`config.mk`:
```
export PLATFORM = sky130hd
export DESIGN_NAME = lfsr_mod_ctrl
export DESIGN_NICKNAME = d
export VERILOG_FILES = /design/src/rtl/lfsr_mod_ctrl.sv
export SDC_FILE = /design/constraint.sdc
export NUM_CORES = 1
export LEC_CHECK = 0
export ABC_AREA = 1
export ABC_CLOCK_PERIOD_IN_PS = 2100
export BUFFER_PORTS_ARGS = -buffer_cell sky130_fd_sc_hd__buf_2
export CAP_MARGIN = 20
export CORE_MARGIN = 2
export CORE_UTILIZATION = 38
export DETAILED_ROUTE_END_ITERATION = 12
export PLACE_DENSITY = 0.69
export SLEW_MARGIN = 0
export SYNTH_ARGS = -nofsm -noshare
export SYNTH_HDL_FRONTEND = slang
export SYNTH_SLANG_ARGS = --single-unit
```
`constraint.sdc`:
```
create_clock -name clk -period 2.1 [get_ports clk]
set_input_delay 0.315 -clock clk [delete_from_list [all_inputs] [get_ports clk]]
set_output_delay 0.315 -clock clk [all_outputs]
set_load 0.01 [all_outputs]
```
`src/rtl/lfsr_mod_ctrl.sv`:
```
// rtl/lfsr_mod_ctrl.sv - LFSR-driven symbol modulator (ASK/FSK/BPSK/RAW)
//
// Purpose: latches a symbol bit from an external LFSR on each symbol strobe and
// uses it to modulate a DDS carrier. The mode is selected per symbol. In FSK
// mode the block steers the upstream DDS through its phase increment.
//
// Ports:
//   clk          in   1   rising-edge clock
//   reset        in   1   asynchronous active-low reset
//   lfsr_q       in   5   LFSR state, bit 0 is the symbol bit
//   sym_tick     in   1   symbol boundary strobe
//   mod_sel      in   2   requested mode: 00 ASK, 01 FSK, 10 BPSK, 11 RAW
//   carrier_in   in  12   signed carrier sample
//   sample_valid in   1   carrier_in valid
//   mod_out      out 12   signed modulated sample (registered)
//   mod_valid    out  1   mod_out valid (registered)
//   phase_inc    out 32   DDS phase increment (registered)
//   sym_bit      out  1   active symbol bit
//   active_mode  out  2   active mode
//   sym_count    out 16   symbols latched since reset (wraps)
module lfsr_mod_ctrl #(
    parameter logic [31:0] INC_LO = 32'd258,
    parameter logic [31:0] INC_HI = 32'd2577
) (
    input  logic               clk,
    input  logic               reset,
    input  logic [4:0]         lfsr_q,
    input  logic               sym_tick,
    input  logic [1:0]         mod_sel,
    input  logic signed [11:0] carrier_in,
    input  logic               sample_valid,
    output logic signed [11:0] mod_out,
    output logic               mod_valid,
    output logic [31:0]        phase_inc,
    output logic               sym_bit,
    output logic [1:0]         active_mode,
    output logic [15:0]        sym_count
);

    typedef enum logic {
        IDLE = 1'b0,
        RUN  = 1'b1
    } state_t;

    localparam logic [1:0] MODE_ASK  = 2'b00;
    localparam logic [1:0] MODE_FSK  = 2'b01;
    localparam logic [1:0] MODE_BPSK = 2'b10;
    localparam logic [1:0] MODE_RAW  = 2'b11;

    localparam logic signed [11:0] S_MAX = 12'sh7FF;
    localparam logic signed [11:0] S_MIN = 12'sh800;

    state_t             r_state;
    logic signed [11:0] r_mod_out;
    logic               r_mod_valid;
    logic [31:0]        r_phase_inc;
    logic               r_sym_bit;
    logic [1:0]         r_active_mode;
    logic [15:0]        r_sym_count;

    logic signed [11:0] w_neg_carrier;
    logic signed [11:0] w_mod_next;

    // Two's-complement negation of -2048 would wrap back to -2048; clamp it.
    always_comb begin
        w_neg_carrier = -carrier_in;
        if (carrier_in == S_MIN) begin
            w_neg_carrier = S_MAX;
        end
    end

    // Uses the registered symbol/mode, so a sample arriving together with a
    // sym_tick is still modulated with the previous symbol.
    always_comb begin
        w_mod_next = carrier_in;
        case (r_active_mode)
            MODE_ASK:  w_mod_next = r_sym_bit ? carrier_in : 12'sd0;
            MODE_FSK:  w_mod_next = carrier_in;
            MODE_BPSK: w_mod_next = r_sym_bit ? carrier_in : w_neg_carrier;
            MODE_RAW:  w_mod_next = r_sym_bit ? S_MAX : S_MIN;
            default:   w_mod_next = carrier_in;
        endcase
    end

    always_ff @(posedge clk or negedge reset) begin
        if (!reset) begin
            r_state       <= IDLE;
            r_mod_out     <= 12'sd0;
            r_mod_valid   <= 1'b0;
            r_phase_inc   <= INC_LO;
            r_sym_bit     <= 1'b0;
            r_active_mode <= MODE_ASK;
            r_sym_count   <= 16'd0;
        end else begin
            if (sym_tick) begin
                r_sym_bit     <= lfsr_q[0];
                r_active_mode <= mod_sel;
                r_sym_count   <= r_sym_count + 16'd1;
            end

            case (r_state)
                IDLE: begin
                    r_mod_valid <= 1'b0;
                    r_phase_inc <= INC_LO;
                    if (sym_tick) begin
                        r_state <= RUN;
                    end
                end
                RUN: begin
                    r_mod_valid <= sample_valid;
                    if (sample_valid) begin
                        r_mod_out <= w_mod_next;
                    end
                    // Follows the latched symbol one cycle after the tick.
                    if (r_active_mode == MODE_FSK && r_sym_bit) begin
                        r_phase_inc <= INC_HI;
                    end else begin
                        r_phase_inc <= INC_LO;
                    end
                end
                default: begin
                    r_state <= IDLE;
                end
            endcase
        end
    end

    assign mod_out     = r_mod_out;
    assign mod_valid   = r_mod_valid;
    assign phase_inc   = r_phase_inc;
    assign sym_bit     = r_sym_bit;
    assign active_mode = r_active_mode;
    assign sym_count   = r_sym_count;

endmodule

```
==> flow_summary_export.csv <==
group,metric,value,unit
outcome,outcome,"completed",
finish,fin_area,2650,sq um
power_and_ir_drop,p_leak,1.49,nW
clock_network,postCtsHoldBufs,0,
logic_synthesis,synth_fa_ha_area_frac,0.0108,
placed_design,place_ws,397,ps
power_and_ir_drop,p_total,2.07,mW
power_and_ir_drop,power_density,783,nW/um^2
worst_setup_path,r2r_setup_slack,430,ps
route,drt-total-wl,5.09,mm
route,routed_via_density,4.65,
grt,track_usage,0.158,
worst_setup_path,start_kind,"flop",
route,drc_errors,0,
finish,num-fill-cells,599,
worst_setup_path,r2r-end,"mod_out[2]",
timing,setup_tns,0,ps
timing,period_share,0.793,
grt,antenna_found_initial,0,
finish,diodes,0,
logic_synthesis,seq_area_frac_synth,0.380,
worst_setup_path,worstPathArrival,1890,ps
route,drtPass1Iterations,5,
logic_synthesis,synth_xor_area_frac,0.0606,
logic_synthesis,synth_top_cell_area_share,0.368,
finish,final_cells,438,
timing,fin_skew,7.03,ps
placed_design,dp.cells,430,
placed_design,portBuffers,56,
route,drtIter0Drc,94,
timing,max_slew_margin,0.481,
worst_setup_path,worst-setup-path-type,"flop to flop",
clock_network,clock_sinks,35,
worst_setup_path,end_kind,"flop",
floorplan,die_height,82.0,um
logic_synthesis,synth-simple-area-share,0.277,
grt,grt_pass1_vias,1817,
logic_synthesis,ys_ff_latch,35,
logic_synthesis,synth-edff-count,0,
worst_setup_path,reg2reg_depth,6,
timing,max_freq,600,MHz
logic_synthesis,synth_compound_area_frac,0.0883,
logic_synthesis,syn_area,2310,sq um
grt,grt_max_degree,36,
logic_synthesis,avgSynthCellArea,7.50,sq um
floorplan,ios,87,
timing,grt_setup_unrepaired,"false",
logic_synthesis,yosys.area.top_type,"dfrtp_1",
logic_synthesis,synth_flop_cell,"dfrtp_1",
flow_run,max-cap-violations,0,
placed_design,dp_hpwl,3.92,mm
finish,final_nets,387,
clock_network,clockBufferDepth,2,
route,post_drt_wl_per_cell,11.6,um
timing,finalWorstSetupSlack,435,ps
clock_network,root_buffer,"clkbuf_8",
grt,overflow,0,
clock_network,cts.htree.levels,2,
clock_network,postCtsResizedCells,0,
logic_synthesis,synth_top_family_by_area,"simple AND/OR/NAND/NOR gates",
logic_synthesis,synth_area_leaders,"dfrtp_1, nand2_1, buf_4, inv_1, xor2_1",
clock_network,numCtsBuffers,5,
timing,drv_slew,0,
grt,grt_pass1_wl,8.25,mm
route,vias,2036,
floorplan,fp.dieW,82.0,um
logic_synthesis,synth_cell_types,33,
logic_synthesis,yosysWarnings,0,
route,dr_wl_met2,2.37,mm
floorplan,core,5890,sq um
worst_setup_path,path_max_fanout,18,
placed_design,placed_cell_area,2540,sq um
finish,drive_gt1_frac,0.234,
min_path,hold_class,"input port to async pin",
timing,tightest_slew,779,ps
timing,holdWs,108,ps
finish,syn_to_final_growth,14.7,%
route,routed-wl-met3,413,um
route,antenna_left,0,
clock_network,cts_tree,"done",
timing,hold_viol_final,0,
placed_design,gp_congestion,0.890,
finish,utilization,0.450,
worst_setup_path,cp.required,2320,ps
logic_synthesis,muxShareOfSynthArea,0,
timing,finalCriticalPeriod,1670,ps
clock_network,clk_pin_slew,70,ps
worst_setup_path,regToRegStartpoint,"sym_bit",
clock_network,clk_latency,280,ps
route,m1WireLength,2.28,mm
logic_synthesis,yosysMostFrequentCell,"nand2_1",
floorplan,start_util,0.393,
logic_synthesis,synth_cells,308,
logic_synthesis,synthArstFlopShare,1.00,
power_and_ir_drop,ir_worst_vdd,0.000514,V
logic_synthesis,synth_commonest_cells,"nand2_1, inv_1, dfrtp_1",
clock_network,cts_setup_buffers,0,
timing,setup_viol,0,
floorplan,dieArea,6720,sq um
route,top_layer,"met4",
floorplan,num_rows,28,
-- state kept, by name, indices dropped and copies added (netlist names) --
register,cells
mod_valid,1
sym_count,16
phase_inc,2
r_state,1
sym_bit,1
mod_out,12
active_mode,2
-- kinds of logic (layout without fill, tap and decap cells) --
logic type,count (synthesis),in the layout
DFF,35,35
AOI/OAI and AO/OA,37,37
adders and majority gates,2,2
and+or+nand+nor,136,136
other,1,26
buffers and inverters,81,111
xor gates and xnor gates,16,16
-- critical path, cell delays in order (launching register included) --
cell,delay (ps)
dfrtp_1,560
inv_4,160
nor3_2,470
a21oi_1,130
nand3_1,130
o21ai_0,90
inv_1,60
-- routing by layer --
layer | up-vias | GRT usage
li1 | 1017 | -
met1 | 942 | 0.205
met2 | 73 | 0.258
met3 | 4 | 0.0527
met4 | 0 | 0.0317
met5 | - | 0
-- report_power, final --
part | switching, mW | internal [mW]
logic | 0.360 | 0.219
registers | 0.110 | 0.787
clock network | 0.244 | 0.354
total | 0.714 | 1.36
-- cell usage in the layout, fill, tap and decap left out, types with 2 or more instances in the layout --
cell type	n
xor2_1	15
clkbuf_8	5
nand2_1	66
nor3_2	2
nor3_4	2
inv_1	44
o21ai_0	16
conb_1	26
nand4_1	5
buf_2	56
nor2_2	3
nand2_2	3
or2_2	5
nor2_1	24
a21oi_1	11
ha_1	2
dfrtp_1	34
nand3_1	22
a31oi_1	6
-- worst max-delay path by stage --
stage | start | end | slack [ps] | depth (start not counted)
2_1_floorplan | sym_count[0] | sym_count[14] | 580 | 7
3_3_place_gp | carrier_in[0] | mod_out[3] | 440 | 11
3_5_place_dp | carrier_in[0] | mod_out[3] | 400 | 11
4_1_cts | sym_count[0] | sym_count[14] | 450 | 7
5_1_grt | sym_bit | mod_out[10] | 300 | 6
6_report | sym_bit | mod_out[2] | 430 | 6
-- cell type report --
| cell class | count | area, sq um | share of cell area |
|---|---|---|---|
| multi-input combinational | 217 | 1110 | 0.417 |
| inverter | 46 | 175 | 0.0661 |
| tap | 75 | 93.8 | 0.0354 |
| timing repair buffer | 57 | 288 | 0.109 |
| clock buffer | 6 | 72.6 | 0.0274 |
| clock inverter | 2 | 37.5 | 0.0142 |
| sequential | 35 | 877 | 0.331 |
(Power assumes the default switching activity.)
